## src/rtl/oam_sprite_scan_if.sv

```systemverilog
// OAM read port and sprite-store write port of the mode-2 scanner.
// The master side is the scanner; the slave side is OAM plus sprite store.
interface oam_sprite_scan_if;
  logic [5:0] oam_addr;
  logic       oam_rd;
  logic [7:0] oam_y;
  logic       store_we;
  logic [3:0] store_slot;
  logic [5:0] store_idx;
  logic [3:0] store_line;

  modport master (
    output oam_addr, oam_rd, store_we, store_slot, store_idx, store_line,
    input  oam_y
  );

  modport slave (
    input  oam_addr, oam_rd, store_we, store_slot, store_idx, store_line,
    output oam_y
  );
endinterface

```

## src/rtl/oam_sprite_scan.sv

```systemverilog
// Mode-2 OAM scan: reads each entry's Y byte in a READ/EVAL cycle pair,
// tests it against the latched line and forwards the first N_SLOTS hits
// to the sprite store. Scan timing is fixed at 2*N_OAM cycles regardless
// of how many hits occur.
module oam_sprite_scan #(
  parameter int N_OAM    = 40,
  parameter int N_SLOTS  = 10,
  parameter int Y_OFFSET = 16
) (
  input  logic               clk,
  input  logic               reset,
  input  logic               scan_start_i,
  input  logic [7:0]         ly_i,
  input  logic               obj_tall_i,
  oam_sprite_scan_if.master  bus,
  output logic [3:0]         sprite_count_o,
  output logic               scan_busy_o,
  output logic               scan_done_o
);

  typedef enum logic [1:0] {IDLE, READ, EVAL, DONE} state_t;

  localparam logic [3:0] SLOTS_MAX  = 4'(N_SLOTS);
  localparam logic [5:0] LAST_ENTRY = 6'(N_OAM - 1);

  state_t     state_q, state_d;
  logic [5:0] entry_q, entry_d;
  logic [3:0] count_q, count_d;
  logic [7:0] ly_q,    ly_d;
  logic       tall_q,  tall_d;
  logic [3:0] slot_q,  slot_d;
  logic [5:0] idx_q,   idx_d;
  logic [3:0] line_q,  line_d;
  logic       we;
  logic [8:0] diff;
  logic       hit;

  // Row-in-range test: the 9-bit difference is negative when the sprite
  // starts below the line, and must be under the sprite height otherwise.
  function automatic logic row_hit(input logic [8:0] d, input logic tall);
    return !d[8] && (d < (tall ? 9'd16 : 9'd8));
  endfunction

  // 9-bit difference keeps ly + offset from wrapping for lines near 255.
  assign diff = {1'b0, ly_q} + 9'(Y_OFFSET) - {1'b0, bus.oam_y};
  assign hit  = row_hit(diff, tall_q);

  // State and datapath registers; reset clears latched line parameters too.
  always_ff @(posedge clk) begin
    if (reset) begin
      state_q <= IDLE;
      entry_q <= '0;
      count_q <= '0;
      ly_q    <= '0;
      tall_q  <= 1'b0;
      slot_q  <= '0;
      idx_q   <= '0;
      line_q  <= '0;
    end else begin
      state_q <= state_d;
      entry_q <= entry_d;
      count_q <= count_d;
      ly_q    <= ly_d;
      tall_q  <= tall_d;
      slot_q  <= slot_d;
      idx_q   <= idx_d;
      line_q  <= line_d;
    end
  end

  // Next-state logic and strobe generation; scan_start overrides everything.
  always_comb begin
    state_d    = state_q;
    entry_d    = entry_q;
    count_d    = count_q;
    ly_d       = ly_q;
    tall_d     = tall_q;
    slot_d     = slot_q;
    idx_d      = idx_q;
    line_d     = line_q;
    we         = 1'b0;
    bus.oam_rd = 1'b0;

    case (state_q)
      READ: begin
        bus.oam_rd = 1'b1;
        state_d    = EVAL;
      end
      EVAL: begin
        if (hit && (count_q < SLOTS_MAX)) begin
          we      = 1'b1;
          slot_d  = count_q;
          idx_d   = entry_q;
          line_d  = diff[3:0];
          count_d = count_q + 4'd1;
        end
        if (entry_q == LAST_ENTRY) begin
          entry_d = '0;
          state_d = DONE;
        end else begin
          entry_d = entry_q + 6'd1;
          state_d = READ;
        end
      end
      DONE:    state_d = IDLE;
      default: state_d = state_q;
    endcase

    // A restart discards the in-flight evaluation, including any strobe.
    if (scan_start_i) begin
      state_d = READ;
      entry_d = '0;
      count_d = '0;
      ly_d    = ly_i;
      tall_d  = obj_tall_i;
      we      = 1'b0;
      slot_d  = slot_q;
      idx_d   = idx_q;
      line_d  = line_q;
    end

    // Store fields show the new values during a strobe and hold otherwise.
    bus.store_we   = we;
    bus.store_slot = slot_d;
    bus.store_idx  = idx_d;
    bus.store_line = line_d;
  end

  assign bus.oam_addr   = entry_q;
  assign sprite_count_o = count_q;
  assign scan_busy_o    = (state_q == READ) || (state_q == EVAL);
  assign scan_done_o    = (state_q == DONE);

endmodule

```

## src/flat_wrapper.sv

```systemverilog
// flat-port wrapper written by rule: the top's interface ports become plain ports
module oam_sprite_scan_flat 
#(
  parameter int N_OAM    = 40,
  parameter int N_SLOTS  = 10,
  parameter int Y_OFFSET = 16
)
  (clk, reset, scan_start_i, ly_i, obj_tall_i, sprite_count_o, scan_busy_o, scan_done_o, bus_oam_addr, bus_oam_rd, bus_store_we, bus_store_slot, bus_store_idx, bus_store_line, bus_oam_y);
  oam_sprite_scan_if bus_i ();
  input  logic clk;
  input  logic reset;
  input  logic scan_start_i;
  input  logic [7:0] ly_i;
  input  logic obj_tall_i;
  output logic [3:0] sprite_count_o;
  output logic scan_busy_o;
  output logic scan_done_o;
  output wire logic [$bits(bus_i.oam_addr)-1:0] bus_oam_addr;
  output wire logic [$bits(bus_i.oam_rd)-1:0] bus_oam_rd;
  output wire logic [$bits(bus_i.store_we)-1:0] bus_store_we;
  output wire logic [$bits(bus_i.store_slot)-1:0] bus_store_slot;
  output wire logic [$bits(bus_i.store_idx)-1:0] bus_store_idx;
  output wire logic [$bits(bus_i.store_line)-1:0] bus_store_line;
  input wire logic [$bits(bus_i.oam_y)-1:0] bus_oam_y;
  assign bus_oam_addr = bus_i.oam_addr;
  assign bus_oam_rd = bus_i.oam_rd;
  assign bus_store_we = bus_i.store_we;
  assign bus_store_slot = bus_i.store_slot;
  assign bus_store_idx = bus_i.store_idx;
  assign bus_store_line = bus_i.store_line;
  assign bus_i.oam_y = bus_oam_y;
  oam_sprite_scan #(.N_OAM(N_OAM), .N_SLOTS(N_SLOTS), .Y_OFFSET(Y_OFFSET)) u_core (.clk(clk), .reset(reset), .scan_start_i(scan_start_i), .ly_i(ly_i), .obj_tall_i(obj_tall_i), .bus(bus_i), .sprite_count_o(sprite_count_o), .scan_busy_o(scan_busy_o), .scan_done_o(scan_done_o));
endmodule
```

## config.mk

```make
export PLATFORM = sky130hd
export DESIGN_NAME = oam_sprite_scan_flat
export DESIGN_NICKNAME = d
export VERILOG_FILES = /design/src/rtl/oam_sprite_scan_if.sv /design/src/rtl/oam_sprite_scan.sv /design/src/flat_wrapper.sv
export SDC_FILE = /design/constraint.sdc
export NUM_CORES = 1
export LEC_CHECK = 0
export ABC_CLOCK_PERIOD_IN_PS = 4400
export BUFFER_PORTS_ARGS = -buffer_cell sky130_fd_sc_hd__buf_2
export CAP_MARGIN = 20
export CORE_AREA = 2 2 67 69
export CTS_CLUSTER_DIAMETER = 50
export DETAILED_ROUTE_END_ITERATION = 7
export DIE_AREA = 0 0 69 71
export GPL_TIMING_DRIVEN = 0
export HOLD_SLACK_MARGIN = 0.06
export PLACE_DENSITY = 0.87
export RECOVER_POWER = 25
export SLEW_MARGIN = 20
export SYNTH_ARGS = -nofsm -noshare
export SYNTH_HDL_FRONTEND = slang
export SYNTH_SLANG_ARGS = --single-unit
```

## constraint.sdc

```tcl
create_clock -name clk -period 4.4 [get_ports clk]
set_input_delay 0.44 -clock clk [delete_from_list [all_inputs] [get_ports clk]]
set_output_delay 0.44 -clock clk [all_outputs]
set_load 0.05 [all_outputs]
```

==> run metrics, run 1 <==
Sw Ratio=28.86%; antenna-violating nets left=0; Design Area, Final=0.002611 mm²; share of layout cells above drive strength 1=28.37%; Worst R2R Path Depth=12; RSZ-0062 raised after global routing=no; FP Rows=24; Via density=5.186; worst hold-check path type=input pin to flop; Die ar.=0.004899 mm²; PwrDens=262.2 mW/mm²; WHS Endpoint=u_core.ly_q[3]; critical path arrival=3.40 ns; vias after detailed routing=1732; Mean Syn Cell Area=9.800 µm²; clock network power share=33.6%; most common cell after layout, fill and taps aside=buf_2; max-cap violations=0; CP most frequent cell=ha_1; Clock Latency Late Sink=0.29 ns; post-layout util=62.11%; die width=69 µm; clock-pin slew on the worst setup and hold paths=0.07 ns; Syn Inst Count=227; syn_nets=270; slew at the pin with the worst max-slew slack=0.7911 ns; relative slew slack=47.26%; R2R setup slack=1.44 ns; n_diodes=0; setup TNS=0 ns; grt ovf=0; Setup violations, final=0; Setup Fix Bufs, Post-CTS=0; Critical Path RT=3.96 ns; WHS=0.3940 ns; drt first pass iters=4; Final Hold Fails=0; worst hold path depth=3; first-pass GRT wire length=7.548 mm; CP endpoint kind=output port; hold_sp=ly_i[3]; Post-synth EDFFs=0; CP startpoint kind=flop; Final Critical Period=3.842 ns; GP Congestion=0.8156; Post-Syn Area=0.002225 mm²; Comb pwr share=18.5%; H-tree levels=2; TritonCTS clock tree=yes; Max Fanout on Critical Path=10; LEAKAGE=1.190 nW; P_sw=0.1976 mW; Wirelength per Cell=13.17 µm; CTS Root Cell=clkbuf_8; top_reg_cell synth=dfxtp_1; Async SR Flop Fraction=0%; Slowest-stage cell, CP=dfxtp_1; clk_skew=0.007371 ns; largest net degree at the start of global routing=13; commonest non-fill, non-tap cells in the layout=buf_2 (46), dfxtp_1 (35), nor2_1 (25); residual DRC count=0; CP max stage delay=0.33 ns; TritonCTS buffer count=5; register area share after synthesis=31.50%; FF-to-FF Start=u_core.ly_q[2]; Crit Reg-Reg Endpoint=u_core.line_q[0]; hpwl dp=3.362 mm; vias in the first global route=1804; Final Slew Violations=0; post-cts sizing count=0; die height=71 µm; area grow syn2layout=17.38%; final net count=324; Seq pwr share=47.9%; peak supply drop=0.1506 mV; Core Area=0.004204 mm²; final wirelength=4.400 mm; placed inst area=0.002525 mm²; clk sink count=35; Critical Path Start=u_core.ly_q[2]; internal power=0.4870 mW; CP cell instances=ha_1, ha_1, a21oi_1, nor2b_1, nor2_1, xnor2_1, ha_1, o21ai_0, nand4_4, nor3_2, buf_6, buf_12, mux2i_1, buf_2; CTS Hold Bufs=0; initial antenna violation count=0; Starting Density=52.92%; Yosys cell types=42; GRT Total Usage=18.91%; #FFs+latches synth=35; PortBufs=47; CTS max path bufs=2; CP Class=flop to output port; # IOs=48; Fmax=0.2603 GHz; initial drt markers=60; Synth Warn #=0; fin crit share=87.32%; status=completed
cell families after synthesis:
kind of cell | count (synthesis) | synth area share (%)
and+or+nand+nor | 72 | 19.63
muxes | 38 | 17.89
DFF | 35 | 31.50
buffers and inverters | 27 | 6.692
AOI/OAI and AO/OA | 23 | 7.143
adders and majority gates | 23 | 13.27
xor gates and xnor gates | 9 | 3.881
cell type report:
cell class / instances / area (µm²)
fillers: 364 / 1593
multi-input cells: 165 / 1375
flip-flops and latches: 35 / 700.7
repair buffers: 47 / 234.0
plain buffers: 10 / 83.83
clock buffers: 5 / 68.82
well taps: 52 / 65.06
inverters: 17 / 63.81
clock inverters: 3 / 20.02
through the flow:
step	std cells	setup slack, ns	total power [mW]
global route	334	0.3566	0.7225
global placement	326	0.6366	0.4576
detailed placement	326	0.6186	0.4622
CTS	334	0.5461	0.6916
finish	334	0.5578	0.6846
floorplan	227	0.4402	0.4330
sequential cells by signal (all words and copies together) (netlist names):
signal                 count
u_core.ly_q                8
u_core.bus.oam_addr        6
u_core.idx_q               6
u_core.line_q              4
u_core.slot_q              4
u_core.sprite_count_o      4
u_core.state_q             2
u_core.tall_q              1
power by group through the flow:
stage          registers [mW]  clock network (mW)  logic (mW)
6_report                0.328               0.230       0.127
5_1_grt                 0.328               0.252       0.142
3_3_place_gp            0.335                   0       0.123
4_1_cts                 0.328               0.236       0.128
2_1_floorplan           0.335                   0      0.0985
3_5_place_dp            0.335                   0       0.127
critical path: cells and delay by family, from the launching register on:
family	cells	cell delay, ns
AND/OR/NAND/NOR	4	0.66
multiplexers	1	0.17
flip-flops	1	0.33
buffers and inverters	3	0.64
adder cells (fa/ha/maj)	3	0.86
AO/OA/AOI/OAI	2	0.33
XOR/XNOR	1	0.13
routing by layer:
layer	vias to the layer above	track usage (%)	share of wire (%)
li1	880	-	-
met1	815	21.24	45
met2	32	35.47	51
met3	5	3.561	3.3
met4	0	6.972	0.86
met5	-	0	0
worst max-delay path by stage:
| stage | to |
|---|---|
| 3_5_place_dp | bus_store_line[0] |
| 6_report | bus_store_line[0] |
| 3_3_place_gp | bus_store_line[0] |
| 2_1_floorplan | bus_store_line[0] |
| 4_1_cts | bus_store_line[0] |
| 5_1_grt | bus_store_line[0] |
synth_stat cells (all sizes together) (5+ instances only):
| library cell | instances | area (µm²) |
|---|---|---|
| dfxtp | 35 | 700.7 |
| nor2 | 25 | 93.84 |
| mux2i | 24 | 240.2 |
| ha | 22 | 275.3 |
| inv | 17 | 63.81 |
| or2b | 17 | 127.6 |
| mux2 | 14 | 157.7 |
| nand2b | 10 | 62.56 |
| o21ai | 8 | 43.79 |
| buf | 7 | 73.81 |
| a21oi | 6 | 33.78 |
| xor2 | 5 | 43.79 |
Power figures use the tool's default switching activity.
==> inputs of run 2 (changes only) <==
--- a/config.mk
+++ b/config.mk
@@ -5,16 +5,16 @@
 export SDC_FILE = /design/constraint.sdc
 export NUM_CORES = 1
 export LEC_CHECK = 0
-export ABC_CLOCK_PERIOD_IN_PS = 4400
+export ABC_CLOCK_PERIOD_IN_PS = 4010
 export BUFFER_PORTS_ARGS = -buffer_cell sky130_fd_sc_hd__buf_2
 export CAP_MARGIN = 20
-export CORE_AREA = 2 2 67 69
+export CORE_AREA = 2 2 68 70
 export CTS_CLUSTER_DIAMETER = 50
 export DETAILED_ROUTE_END_ITERATION = 7
-export DIE_AREA = 0 0 69 71
+export DIE_AREA = 0 0 70 72
 export GPL_TIMING_DRIVEN = 0
 export HOLD_SLACK_MARGIN = 0.06
-export PLACE_DENSITY = 0.87
+export PLACE_DENSITY = 0.85
 export RECOVER_POWER = 25
 export SLEW_MARGIN = 20
 export SYNTH_ARGS = -nofsm -noshare
==> constraint.sdc (replaced) <==
create_clock -name clk -period 4.01 [get_ports clk]
set_input_delay 0.401 -clock clk [delete_from_list [all_inputs] [get_ports clk]]
set_output_delay 0.401 -clock clk [all_outputs]
set_load 0.05 [all_outputs]
==> run metrics, run 2 (synthesis gave the netlist of run 1 again) <==
setup TNS=0 ns; slew at the pin with the worst max-slew slack=0.6967 ns; met3 WL=168 µm; Comb pwr share=18.1%; Multi-input gate area=0.001381 mm²; H-tree levels=2; Seq pwr share=47.2%; PwrDens=290.4 mW/mm²; first-pass GRT wire length=7.355 mm; CTS Hold Bufs=0; internal power=0.5375 mW; GRT Total Usage=18.41%; # IOs=48; final net count=324; TritonCTS clock tree=yes; Worst R2R Path Depth=12; TritonCTS buffer count=5; antenna-violating nets left=0; Setup violations, final=0; clk_skew=0.009284 ns; Sw Ratio=29.48%; Final Hold Fails=0; LEAKAGE=1.201 nW; clk sink count=35; commonest non-fill, non-tap cells in the layout=buf_2 (45), dfxtp_1 (35), nor2_1 (25); CP endpoint kind=output port; clock network power share=34.7%; die width=70 µm; DR WL met2=2.064 mm; peak supply drop=0.2090 mV; wl on met1=1.992 mm; Wirelength per Cell=12.89 µm; CTS max path bufs=2; RSZ-0062 raised after global routing=no; Clock Latency Late Sink=0.30 ns; uppermost layer routed=met4; Buf/Inv on CP=3; Critical Path RT=3.61 ns; CP Class=flop to output port; clock-pin slew on the worst setup and hold paths=0.08 ns; pre-CTS setup slack=0.2657 ns; grt ovf=0; initial drt markers=54; Final Non-Filler Cells=334; WHS Endpoint=u_core.ly_q[6]; Setup Fix Bufs, Post-CTS=0; P_sw=0.2247 mW; CP startpoint kind=flop; status=completed; Final Slew Violations=0; Design Area, Final=0.002625 mm²; n_diodes=0; area grow syn2layout=18.00%; vias in the first global route=1678; Crit Reg-Reg Endpoint=u_core.line_q[0]; setup slack after layout=0.2619 ns; Core Area=0.004264 mm²; relative slew slack=53.56%; GP Congestion=0.8025; CP cell instances=ha_1, ha_1, a21oi_1, nor2b_1, nor2_1, xnor2_1, ha_1, o21ai_0, nand4_4, nor3_4, buf_6, buf_12, mux2i_1, clkbuf_4; fill count=351; hold_sp=ly_i[6]; Max Fanout on Critical Path=10; Via density=5.123; Biggest register=u_core.ly_q; CP most frequent cell=ha_1; worst hold path depth=3; CTS Root Cell=clkbuf_8; Top delay family on crit path=adder cells; drt first pass iters=4; FF/Latch Area=700.7 µm²; Fmax=0.2668 GHz; Starting Density=52.17%; worst hold-check path type=input pin to flop; hpwl dp=3.334 mm; Final Critical Period=3.748 ns; placed insts=326; largest net degree at the start of global routing=14; placed inst area=0.002525 mm²; share of layout cells above drive strength 1=28.37%; Die ar.=0.005040 mm²; critical path arrival=3.35 ns; CP max stage delay=0.32 ns; residual DRC count=0; R2R setup slack=1.09 ns; die height=72 µm; FF-to-FF Start=u_core.ly_q[2]; vias after detailed routing=1711; max-cap violations=0; most common cell after layout, fill and taps aside=buf_2; FP Rows=24; initial antenna violation count=0; Slowest-stage cell, CP=dfxtp_1; PortBufs=47; post-layout util=61.56%; final wirelength=4.306 mm; max reg flops=8; fin crit share=93.47%
run 2: power groups by stage:
stage	combinational, mW	clock [mW]	sequential (mW)
CTS	0.140	0.271	0.359
global route	0.156	0.285	0.360
detailed placement	0.139	0	0.367
global placement	0.135	0	0.367
floorplan	0.108	0	0.367
finish	0.138	0.265	0.360
run 2: worst max path at each step:
stage,startpoint,end,slack [ns],depth (start not counted)
after floorplan,bus_oam_y[2],bus_store_line[0],0.13,14
after global placement,bus_oam_y[2],bus_store_line[0],0.31,16
after detailed placement,bus_oam_y[2],bus_store_line[0],0.27,16
after CTS,u_core.ly_q[2],bus_store_line[0],0.16,14
after global routing,u_core.ly_q[2],bus_store_line[0],0.03,14
final,u_core.ly_q[2],bus_store_line[0],0.26,14
run 2: area by class of cell:
type                            count  share of cell area [%]
Tap cell                           52                   2.479
Clock buffer                        5                   2.622
Sequential cell                    35                   26.69
Clock inverter                      3                  0.9533
Inverter                           17                   2.431
Timing Repair Buffer               47                   9.009
Multi-Input combinational cell    165                   52.62
Buffer                             10                   3.194
run 2: through the flow:
step	power, mW	hold WS (ns)
after global placement	0.5020	0.4575
final	0.7622	0.3383
after floorplan	0.4752	0.4446
after global routing	0.8020	0.3444
after detailed placement	0.5064	0.4690
after CTS	0.7698	0.3376
run 2: what timing repair did:
action | in CTS | in global routing
resized for setup | 0 | 2
endpoints found under the hold margin | 0 | 0
setup endpoints to repair | 0 | 1
run 2: tightest hold or removal path, stage by stage:
cell     delay, ns
buf_2         0.07
mux2i_1       0.05
nor2_1        0.07
run 2: metal layers:
layer  vias up  track usage, %
li1        887               -
met1       786           21.95
met2        32           32.06
met3         6           3.889
met4         0           8.333
met5         -               0
==> inputs of run 3 (changes only) <==
--- a/config.mk
+++ b/config.mk
@@ -5,16 +5,16 @@
 export SDC_FILE = /design/constraint.sdc
 export NUM_CORES = 1
 export LEC_CHECK = 0
-export ABC_CLOCK_PERIOD_IN_PS = 4010
+export ABC_CLOCK_PERIOD_IN_PS = 3400
 export BUFFER_PORTS_ARGS = -buffer_cell sky130_fd_sc_hd__buf_2
 export CAP_MARGIN = 20
-export CORE_AREA = 2 2 68 70
+export CORE_AREA = 2 2 71 73
 export CTS_CLUSTER_DIAMETER = 50
 export DETAILED_ROUTE_END_ITERATION = 7
-export DIE_AREA = 0 0 70 72
+export DIE_AREA = 0 0 73 75
 export GPL_TIMING_DRIVEN = 0
 export HOLD_SLACK_MARGIN = 0.06
-export PLACE_DENSITY = 0.85
+export PLACE_DENSITY = 0.82
 export RECOVER_POWER = 25
 export SLEW_MARGIN = 20
 export SYNTH_ARGS = -nofsm -noshare
==> constraint.sdc (replaced) <==
create_clock -name clk -period 3.4 [get_ports clk]
set_input_delay 0.34 -clock clk [delete_from_list [all_inputs] [get_ports clk]]
set_output_delay 0.34 -clock clk [all_outputs]
set_load 0.05 [all_outputs]
==> run metrics, run 3 (synthesis gave the netlist of run 1 again) <==
setup TNS=0 ns; first-pass GRT wire length=8.466 mm; max reg flops=8; Die ar.=0.005475 mm²; peak supply drop=0.1770 mV; slew at the pin with the worst max-slew slack=0.7922 ns; GRT Total Usage=20.16%; CP Class=flop to output port; PortBufs=47; post-layout util=64.27%; TritonCTS buffer count=5; initial antenna violation count=0; placed insts=328; Slowest-stage cell, CP=dfxtp_2; relative slew slack=47.19%; fill count=350; CP endpoint kind=output port; Via density=5.202; commonest non-fill, non-tap cells in the layout=buf_2 (32), dfxtp_1 (32), nor2_1 (25); CTS Hold Bufs=0; Final Slew Violations=0; clock-pin slew on the worst setup and hold paths=0.07 ns; clk sink count=35; H-tree levels=2; CP startpoint kind=flop; Fmax=0.2943 GHz; worst hold-check path type=input pin to flop; LEAKAGE=1.287 nW; n_diodes=0; GP Congestion=0.7831; Critical Path RT=3.06 ns; grt ovf=0; FP Rows=25; CP cell instances=ha_4, ha_4, a21oi_4, nor2b_1, nor2_1, xnor2_1, ha_1, o21ai_2, nand4_4, nor3_4, buf_6, buf_12, mux2i_4, buf_6; CTS Root Cell=clkbuf_8; hpwl dp=3.433 mm; Max Fanout on Critical Path=5; vias after detailed routing=1805; PwrDens=309.9 mW/mm²; Final Critical Period=3.397 ns; initial drt markers=47; Top delay family on crit path=adder cells; drt first pass iters=4; final wirelength=5.223 mm; Setup violations, final=0; fin crit share=99.92%; FF/Latch Area=704.4 µm²; RSZ-0062 raised after global routing=yes; final total power=0.9281 mW; Clock Latency Late Sink=0.29 ns; final net count=335; area grow syn2layout=34.65%; Final Hold Fails=0; status=completed; share of layout cells above drive strength 1=36.52%; largest net degree at the start of global routing=12; die width=73 µm; CTS max path bufs=2; antenna-violating nets left=0; residual DRC count=0; WHS=0.2884 ns; Buf/Inv on CP=3; Final Non-Filler Cells=347; die height=75 µm; clk_skew=0.005873 ns; Biggest register=u_core.ly_q; Wirelength per Cell=15.05 µm; CP max stage delay=0.34 ns; Starting Density=47.73%; TritonCTS clock tree=yes; # IOs=48; vias in the first global route=1835; critical path arrival=3.06 ns; Core Area=0.004661 mm²; Multi-input gate area=0.001535 mm²; max-cap violations=0
==> run 3: cell types whose count changed in the layout (fill, tap and decap cells not counted), sizes merged <==
| cell | before | now |
|---|---|---|
| clkdlybuf4s18 | 0 | 1 |
| clkinv | 2 | 1 |
| buf | 50 | 62 |
| clkbuf | 12 | 11 |
==> run 3: worst reg2reg max path: cells and delay by family (launching register included) <==
family	cells	cell delay, ns
and+or+nand+nor	4	0.63
buffers and inverters	3	0.63
adders and majority gates	3	0.75
DFF	1	0.34
muxes	1	0.17
xor gates and xnor gates	1	0.15
AOI/OAI and AO/OA	2	0.23
==> run 3: per-layer routing <==
layer  global-route usage (%)  vias up  wire length, µm
met2                    36.14       34             2692
li1                         -      902                -
met4                    6.790        0              102
met3                    3.748        9              162
met5                        0        -                0
met1                    24.28      860             2266
==> run 3: through the flow <==
| step | worst slack, ns | area [µm²] |
|---|---|---|
| 2_1_floorplan | 0.06366 | 2237 |
| 3_3_place_gp | -0.1860 | 2540 |
| 3_5_place_dp | -0.2524 | 2540 |
| 4_1_cts | -0.01410 | 2968 |
| 5_1_grt | -0.1166 | 2995 |
| 6_report | 0.002677 | 2995 |
==> run 3: final cells by class <==
cell class                      count  area share [%]
Buffer                             10           2.799
Tap cell                           54           2.256
Multi-Input combinational cell    165           51.25
Clock buffer                        6           2.423
Sequential cell                    35           23.52
Timing Repair Buffer               58           15.20
Inverter                           17           2.130
Clock inverter                      2          0.4177
==> run 3: final timing paths <==
path / cells after the start / to / startpoint / slack [ns]
worst max-delay path: 14 / bus_store_line[0] / u_core.ly_q[2] / 0.003
worst min register to register: 2 / u_core.line_q[3] / u_core.line_q[3] / 0.49
worst max register to register: 14 / u_core.idx_q[1] / u_core.ly_q[2] / 0.44
worst min-delay path: 3 / u_core.ly_q[4] / ly_i[4] / 0.29
==> run 3: what timing repair did <==
item | 4_1_cts | 5_1_grt
setup buffers | 9 | 1
resized for setup | 68 | 6
setup endpoints to repair | 15 | 15
gates cloned | 1 | 0
pin swaps | 8 | 8
endpoints found under the hold margin | 0 | 0
==> run 3: power by group <==
| group | total (mW) | internal [mW] | switching, mW |
|---|---|---|---|
| sequential | 0.426 | 0.419 | 0.00731 |
| combinational | 0.201 | 0.0919 | 0.109 |
| clock | 0.301 | 0.143 | 0.158 |
